==> src/rtl/bfloat16_accumulator.sv <==
// bfloat16 window accumulator: sums a stream of bfloat16 products terminated by
// in_last and emits one rounded bfloat16 partial sum with its term count.
// A small multi-cycle FSM (ALIGN / ADD / NORM / ROUND) does one addition per term.
module bfloat16_accumulator #(
  parameter int GUARD_BITS = 8,
  parameter int CNT_W      = 8
) (
  input  logic             clk,
  input  logic             rst_n,
  input  logic [15:0]      in_data,
  input  logic             in_valid,
  input  logic             in_last,
  output logic             in_ready,
  output logic [15:0]      out_data,
  output logic [CNT_W-1:0] out_count,
  output logic             out_valid,
  input  logic             out_ready
);

  // Mantissa is 1.(7+GUARD_BITS); the extended form appends one sticky bit.
  localparam int MW = 8 + GUARD_BITS;
  localparam int EW = MW + 1;

  typedef enum logic [2:0] {
    S_IDLE, S_ALIGN, S_ADD, S_NORM, S_ROUND, S_OUT
  } state_t;

  state_t state_q, state_d;

  // Accumulator (zero is encoded as exponent 0, mantissa 0)
  logic          acc_sign_q;
  logic [8:0]    acc_exp_q;
  logic [MW-1:0] acc_mant_q;
  logic          acc_sticky_q;
  // Latched input term
  logic          op_sign_q;
  logic [7:0]    op_exp_q;
  logic [6:0]    op_frac_q;
  logic          last_q;
  // Window-level infinity flag; the first Inf seen owns the sign
  logic          inf_q;
  logic          inf_sign_q;
  logic [CNT_W-1:0] cnt_q;
  // Aligned operands
  logic          big_sign_q, small_sign_q;
  logic [8:0]    big_exp_q;
  logic [EW-1:0] big_ext_q, small_ext_q;
  // Raw sum
  logic [EW:0]   sum_q;
  logic          sum_sign_q;
  logic [8:0]    sum_exp_q;
  // Result
  logic [15:0]      out_data_q;
  logic [CNT_W-1:0] out_count_q;

  // Combinational next values
  logic          op_zero, op_inf;
  logic [8:0]    op_exp9, small_exp;
  logic [EW-1:0] op_ext, acc_ext, small_ext;
  logic          big_sign_d, small_sign_d;
  logic [8:0]    big_exp_d;
  logic [EW-1:0] big_ext_d, small_ext_d;
  logic [EW:0]   sum_d;
  logic          sum_sign_d;
  logic [5:0]    lz;
  logic [EW-1:0] norm_ext_d;
  logic signed [10:0] norm_exp_d;
  logic          norm_zero_d, norm_ovf_d;

  // Shift right by d, folding every bit that falls off into the LSB (sticky).
  function automatic logic [EW-1:0] align_shift(input logic [EW-1:0] v, input logic [8:0] d);
    logic [EW-1:0] shifted;
    logic [EW-1:0] lost_mask;
    shifted   = v >> d;
    lost_mask = ~({EW{1'b1}} << d);
    if (d >= 9'(MW)) align_shift = {{(EW-1){1'b0}}, |v};
    else             align_shift = {shifted[EW-1:1], shifted[0] | (|(v & lost_mask))};
  endfunction

  // Leading-zero count of the extended mantissa.
  function automatic logic [5:0] lzc(input logic [EW-1:0] v);
    logic found;
    found = 1'b0;
    lzc   = 6'(EW);
    for (int i = EW - 1; i >= 0; i--) begin
      if (!found && v[i]) begin
        lzc   = 6'(EW - 1 - i);
        found = 1'b1;
      end
    end
  endfunction

  // Round to nearest even at the 7-bit fraction; a carry ripples into the exponent.
  function automatic logic [15:0] round_bf16(input logic s, input logic [8:0] e,
                                             input logic [MW-1:0] m, input logic st);
    logic        lsb, grd, rest, up;
    logic [15:0] v;
    lsb  = m[GUARD_BITS];
    grd  = m[GUARD_BITS-1];
    rest = (|m[GUARD_BITS-2:0]) | st;
    up   = grd & (rest | lsb);
    v    = {e, m[MW-2:GUARD_BITS]} + {15'd0, up};
    if (e == 9'd0 || !m[MW-1]) round_bf16 = 16'h0000;
    else if (v[15:7] >= 9'd255) round_bf16 = {s, 8'hFF, 7'h00};
    else                        round_bf16 = {s, v[14:0]};
  endfunction

  // Term counter that sticks at all-ones.
  function automatic logic [CNT_W-1:0] sat_inc(input logic [CNT_W-1:0] c);
    sat_inc = (&c) ? c : c + {{(CNT_W-1){1'b0}}, 1'b1};
  endfunction

  // ALIGN: order operands by magnitude and shift the smaller one
  always_comb begin
    op_zero = (op_exp_q == 8'h00);
    op_inf  = (op_exp_q == 8'hFF);
    op_exp9 = op_zero ? 9'd0 : {1'b0, op_exp_q};
    op_ext  = op_zero ? '0 : {1'b1, op_frac_q, {GUARD_BITS{1'b0}}, 1'b0};
    acc_ext = {acc_mant_q, acc_sticky_q};
    if ({acc_exp_q, acc_ext} >= {op_exp9, op_ext}) begin
      big_sign_d   = acc_sign_q;
      big_exp_d    = acc_exp_q;
      big_ext_d    = acc_ext;
      small_sign_d = op_sign_q;
      small_exp    = op_exp9;
      small_ext    = op_ext;
    end else begin
      big_sign_d   = op_sign_q;
      big_exp_d    = op_exp9;
      big_ext_d    = op_ext;
      small_sign_d = acc_sign_q;
      small_exp    = acc_exp_q;
      small_ext    = acc_ext;
    end
    small_ext_d = align_shift(small_ext, big_exp_d - small_exp);
  end

  // ADD: magnitude add/subtract; an exact zero is always +0
  always_comb begin
    if (big_sign_q ^ small_sign_q) sum_d = {1'b0, big_ext_q} - {1'b0, small_ext_q};
    else                           sum_d = {1'b0, big_ext_q} + {1'b0, small_ext_q};
    sum_sign_d = (sum_d == '0) ? 1'b0 : big_sign_q;
  end

  // NORM: renormalise the raw sum and classify underflow / overflow
  always_comb begin
    lz = lzc(sum_q[EW-1:0]);
    if (sum_q[EW]) begin
      norm_ext_d = {sum_q[EW:2], sum_q[1] | sum_q[0]};
      norm_exp_d = $signed({2'b00, sum_exp_q}) + 11'sd1;
    end else begin
      norm_ext_d = sum_q[EW-1:0] << lz;
      norm_exp_d = $signed({2'b00, sum_exp_q}) - $signed({5'b00000, lz});
    end
    norm_zero_d = (sum_q == '0) || (norm_exp_d <= 11'sd0);
    norm_ovf_d  = (sum_q != '0) && (norm_exp_d >= 11'sd255);
  end

  // State register
  always_ff @(posedge clk or negedge rst_n) begin
    if (!rst_n) state_q <= S_IDLE;
    else        state_q <= state_d;
  end

  // Next-state logic
  always_comb begin
    state_d = state_q;
    case (state_q)
      S_IDLE:  if (in_valid) state_d = S_ALIGN;
      S_ALIGN: state_d = S_ADD;
      S_ADD:   state_d = S_NORM;
      S_NORM:  state_d = last_q ? S_ROUND : S_IDLE;
      S_ROUND: state_d = S_OUT;
      S_OUT:   if (out_ready) state_d = S_IDLE;
      default: state_d = S_IDLE;
    endcase
  end

  // Output decode
  always_comb begin
    in_ready  = (state_q == S_IDLE);
    out_valid = (state_q == S_OUT);
    out_data  = out_data_q;
    out_count = out_count_q;
  end

  // Datapath registers, advanced by the state the FSM is leaving
  always_ff @(posedge clk or negedge rst_n) begin
    if (!rst_n) begin
      acc_sign_q   <= 1'b0;
      acc_exp_q    <= '0;
      acc_mant_q   <= '0;
      acc_sticky_q <= 1'b0;
      op_sign_q    <= 1'b0;
      op_exp_q     <= '0;
      op_frac_q    <= '0;
      last_q       <= 1'b0;
      inf_q        <= 1'b0;
      inf_sign_q   <= 1'b0;
      cnt_q        <= '0;
      big_sign_q   <= 1'b0;
      small_sign_q <= 1'b0;
      big_exp_q    <= '0;
      big_ext_q    <= '0;
      small_ext_q  <= '0;
      sum_q        <= '0;
      sum_sign_q   <= 1'b0;
      sum_exp_q    <= '0;
      out_data_q   <= 16'h0000;
      out_count_q  <= '0;
    end else begin
      case (state_q)
        S_IDLE: begin
          if (in_valid) begin
            op_sign_q <= in_data[15];
            op_exp_q  <= in_data[14:7];
            op_frac_q <= in_data[6:0];
            last_q    <= in_last;
            cnt_q     <= sat_inc(cnt_q);
          end
        end
        S_ALIGN: begin
          big_sign_q   <= big_sign_d;
          small_sign_q <= small_sign_d;
          big_exp_q    <= big_exp_d;
          big_ext_q    <= big_ext_d;
          small_ext_q  <= small_ext_d;
          if (op_inf && !inf_q) begin
            inf_q      <= 1'b1;
            inf_sign_q <= op_sign_q;
          end
        end
        S_ADD: begin
          sum_q      <= sum_d;
          sum_sign_q <= sum_sign_d;
          sum_exp_q  <= big_exp_q;
        end
        S_NORM: begin
          if (norm_ovf_d || norm_zero_d) begin
            acc_sign_q   <= 1'b0;
            acc_exp_q    <= '0;
            acc_mant_q   <= '0;
            acc_sticky_q <= 1'b0;
          end else begin
            acc_sign_q   <= sum_sign_q;
            acc_exp_q    <= norm_exp_d[8:0];
            acc_mant_q   <= norm_ext_d[EW-1:1];
            acc_sticky_q <= norm_ext_d[0];
          end
          if (norm_ovf_d && !inf_q) begin
            inf_q      <= 1'b1;
            inf_sign_q <= sum_sign_q;
          end
        end
        S_ROUND: begin
          out_data_q  <= inf_q ? {inf_sign_q, 8'hFF, 7'h00}
                               : round_bf16(acc_sign_q, acc_exp_q, acc_mant_q, acc_sticky_q);
          out_count_q <= cnt_q;
        end
        S_OUT: begin
          if (out_ready) begin
            acc_sign_q   <= 1'b0;
            acc_exp_q    <= '0;
            acc_mant_q   <= '0;
            acc_sticky_q <= 1'b0;
            cnt_q        <= '0;
            inf_q        <= 1'b0;
            inf_sign_q   <= 1'b0;
          end
        end
        default: ;
      endcase
    end
  end

endmodule

==> config.mk <==
export PLATFORM = sky130hd
export DESIGN_NAME = bfloat16_accumulator
export DESIGN_NICKNAME = d
export VERILOG_FILES = /design/src/rtl/bfloat16_accumulator.sv
export SDC_FILE = /design/constraint.sdc
export NUM_CORES = 1
export LEC_CHECK = 0
export BUFFER_PORTS_ARGS = -buffer_cell sky130_fd_sc_hd__buf_2
export CAP_MARGIN = 20
export CELL_PAD_IN_SITES_DETAIL_PLACEMENT = 0
export CELL_PAD_IN_SITES_GLOBAL_PLACEMENT = 2
export CORE_MARGIN = 4
export CORE_UTILIZATION = 35
export DETAILED_ROUTE_END_ITERATION = 12
export GPL_TIMING_DRIVEN = 0
export PLACE_DENSITY_LB_ADDON = 0.1
export SETUP_SLACK_MARGIN = 0.02
export SLEW_MARGIN = 20
export SYNTH_ARGS = -nofsm -noshare
export SYNTH_HDL_FRONTEND = slang
export SYNTH_SLANG_ARGS = --single-unit
==> constraint.sdc <==
create_clock -name clk -period 5.18 [get_ports clk]
set_clock_uncertainty 0.2 [all_clocks]
set_input_delay 0.518 -clock clk [delete_from_list [all_inputs] [get_ports clk]]
set_output_delay 0.518 -clock clk [all_outputs]
set_load 0.02 [all_outputs]
==> results.md <==
- Outcome: finished, final reports clean
- Final Max Tran Viols: 0
- N_diodes: 0
- Synth async-reset ratio: 1.000
- Synth Warn #: 0
- Cell family with the largest share of critical-path delay: compound AO/OA/AOI/OAI gates
- CTS H-tree lvls: 4
- 1st-pass router iterations: 5
- Critical path's slowest cell: dfrtp_2
- GP Congestion: 0.8730
- Syn_area_per_cell: approximately 8.4 um2
- Final std cells w/o fill: approximately 1900
- Post-Syn Instances: approximately 1300
- Area growth from synthesis to layout: 17.31%
- Worst Hold Class: input pin to register
- Post-DP HPWL: approximately 30000 um
- Reg2reg setup slack: between 0.2 and 0.25 ns
- Cell row count: 65
- Final Critical Period: slightly below 5 ns
- Placed cells: 1786
- Fin. Hold Viols: 0
- Area of the multi-input gates: 7133 um2
- Slowest stage delay, CP: around 0.47 ns
- Distinct cells, synth: 91
- Largest net degree at the start of global routing: 82
- Post-DR wirelength/cell: between 20 and 25 um
- CTS tree: built
- Hold path cells: 3
- Final number of setup-violating endpoints: 0
- CTS clock-pin slew for the worst setup and hold paths: around 0.07 ns
- DRC: 0
- Critical path fanouts, max: 8
- DRT iter0 DRCs: just under 700
- Worst Path Arrival: between 5 and 6 ns
- Height of the die: roughly 190 um
- Sequential fraction of the synthesis area: 0.3428
- GRT overflow: 0
- Worst Hold Path EP: op_exp_q[6]
- Critical-path cell list: nor4_4 -> nand2_2 -> buf_4 -> nand2_2 -> inv_1 -> ha_1 -> nor4b_4 -> o211ai_2 -> a2111oi_4 -> a21oi_2 -> ha_4 -> nor2_4 -> o221ai_1 -> mux2_4 -> o311ai_4 -> mux2i_1 -> o22a_2 -> nand3_4 -> nor4_4 -> a22o_1
- RSZ-0062 raised after global routing: false
- Top Metal Used: met4
- # fillers: between 3000 and 4000
- Worst path bufs/invs: 2
- Initial antenna violation count: 0
- Number of top-level pins: 47
- Clk_lat worst skew: ~0.45 ns
- Crit share post-route: 0.9522
- WL final: 38770 um
- Area share of the largest cell type after synthesis: 0.3428
- Crit Path Class: register to register
- Die area: about 35000 um2
- Worst Hold Launch: in_data[13]
- Syn Nets: 1406
- Slew margin rel.: 0.1617
- Clk root buf: clkbuf_16
- Vias per std cell: about 5.6
- Die width: approximately 190 um
- Metal-1 WL: around 20000 um
- Highest Clock Rate: just over 0.2 GHz
- Synthesized flop and latch total: around 150
- Initial Utilization: 0.3553
- Core area: around 32000 um2
- # port buffers: 46
- RR Endpoint: small_ext_q[15]
- Reg2reg start: op_exp_q[7]
- Post-synth EDFFs: 0
- Required @ worst endpoint: 5.36 ns
- Worst reg2reg path depth: 20
- GR Util All Layers: 0.2202
- Maximum Capacitance Violations: 0
- Reg area: 3871 um2
- Layout cells sized above 1: 0.1662
- Synth Cell Area: about 11000 um2
- Net count, final: around 1500
- Kind of start point of the critical path: register
- Worst-Margin Slew: between 1 and 1.5 ns
- Total CTS buffers: 17
- CTS sink cnt: around 150
- Total number of vias: a little over 10000
- Met2 WL post-DR: between 15000 and 20000 um
- Ys flop type: dfrtp_1
- ANT nets after route: 0
- Cell taking the most area after synthesis: dfrtp_1
- Clock buffer depth: 2
- First-pass GRT wire length: 60800 um
- Met3 WL: 1331 um
- Crit end category: register
- Vias in the first global route: about 10000
- Top post-synthesis cells by area: dfrtp_1, nand2_1, ha_1, mux2i_1, o21ai_0
cell usage after synthesis (15+ instances only):
library cell and number:
nor2b_1 15, clkbuf_1 60, a22o_1 23, inv_1 48, ha_1 47, xnor2_1 35
xor2_1 31, o21ai_0 112, mux2i_1 58, nor2_1 104, nor3_1 27, nand2_1 214
mux2_2 23, a31oi_1 22, nand4_1 15, dfrtp_1 154, o31ai_1 18, a21oi_1 76
nand3_1 31
sequential cells by signal, indices dropped and copies added (netlist names), 3 cells and up:
signal and count:
small_ext_q 17, state_q 3, sum_exp_q 9, op_frac_q 7
acc_exp_q 9, out_count 8, cnt_q 8, op_exp_q 8
sum_q 18, big_ext_q 17, big_exp_q 9, acc_mant_q 16
out_data 16
timing repair:
action                                  4_1_cts  5_1_grt
hold buffers                                  1        0
endpoints found under the hold margin        80        0
pin swaps                                     8       14
endpoints found under the setup margin       45       45
gates resized for setup                      48       39
setup buffers                                 8       26
gates cloned                                  1        0
cells in the final DEF (no fill, tap or decap), types with 7 or more instances in the layout:
cell,synthesis,routed
o21ai_0,112,105
nand4_1,15,15
or3_1,12,12
nor2b_1,15,15
nor3_1,27,27
and3_1,13,13
xnor2_1,35,33
nand2_1,214,209
clkbuf_16,0,17
nor2_1,104,100
clkbuf_1,60,53
a22o_1,23,23
a211oi_1,13,12
a31oi_1,22,22
ha_1,47,46
inv_6,0,7
a21oi_1,76,73
inv_1,48,48
nand2b_1,12,12
buf_4,1,37
o21ai_1,2,8
and2_1,11,9
mux2i_1,58,58
buf_2,9,54
nor3b_1,7,7
dfrtp_1,154,140
dfrtp_2,0,14
nand3_1,31,29
mux2_2,23,23
o31ai_1,18,18
xor2_1,31,31
per-layer routing:
layer	GRT usage	vias up
li1	-	5004
met1	0.3310	5016
met2	0.3366	227
met3	0.02482	45
met4	0.05830	0
met5	0	-
worst reg2reg max path: stages (launching register included):
cell and delay (ns):
dfrtp_2 0.47, nor4_4 0.34, nand2_2 0.17, buf_4 0.18
nand2_2 0.11, inv_1 0.08, ha_1 0.27, nor4b_4 0.23
o211ai_2 0.17, a2111oi_4 0.41, a21oi_2 0.10, ha_4 0.20
nor2_4 0.13, o221ai_1 0.11, mux2_4 0.29, o311ai_4 0.27
mux2i_1 0.23, o22a_2 0.24, nand3_4 0.17, nor4_4 0.33
a22o_1 0.19
worst max-delay path by stage:
stage	startpoint	to	slack (ns)	cells after the start
floorplan	sum_q[15]	acc_mant_q[14]	0.28	20
global placement	sum_q[15]	acc_exp_q[5]	-1.36	23
detailed placement	sum_q[15]	acc_exp_q[5]	-1.38	23
CTS	sum_q[12]	acc_exp_q[5]	-0.04	24
global route	op_exp_q[7]	small_ext_q[15]	0.0007	20
finish	op_exp_q[7]	small_ext_q[15]	0.25	20
through the flow:
stage	setup slack [ns]	cell area, um2	hold slack, ns	util	setup TNS, ns
2_1_floorplan	0.2787	11240	0.02241	-	0
3_3_place_gp	-1.358	11970	0.2468	0.3785	-37.45
3_5_place_dp	-1.384	12020	0.2506	0.3801	-37.81
4_1_cts	-0.04355	12860	0.04866	0.4066	-0.04355
5_1_grt	0.0007412	13190	0.07116	0.4168	0
6_report	0.2478	13190	0.07661	0.4168	0
kinds of logic after synthesis:
| family | Yosys count | synth area share |
|---|---|---|
| muxes | 89 | 0.08827 |
| AOI/OAI and AO/OA | 355 | 0.2054 |
| xor gates and xnor gates | 68 | 0.05432 |
| adders and majority gates | 49 | 0.05588 |
| buffers and inverters | 128 | 0.04675 |
| DFF | 154 | 0.3428 |
| and+or+nand+nor | 493 | 0.2066 |
area by class of cell:
cell class,instances,area share
Sequential cell,154,0.2936
Clock buffer,17,0.03226
Tap cell,402,0.03814
Clock inverter,15,0.01338
Inverter,48,0.01366
Timing Repair Buffer,83,0.04080
Buffer,78,0.02723
Multi-Input combinational cell,1055,0.5409
Power is not shown: default switching activity piles up to over one toggle a cycle in this logic, so the estimate is an artifact.
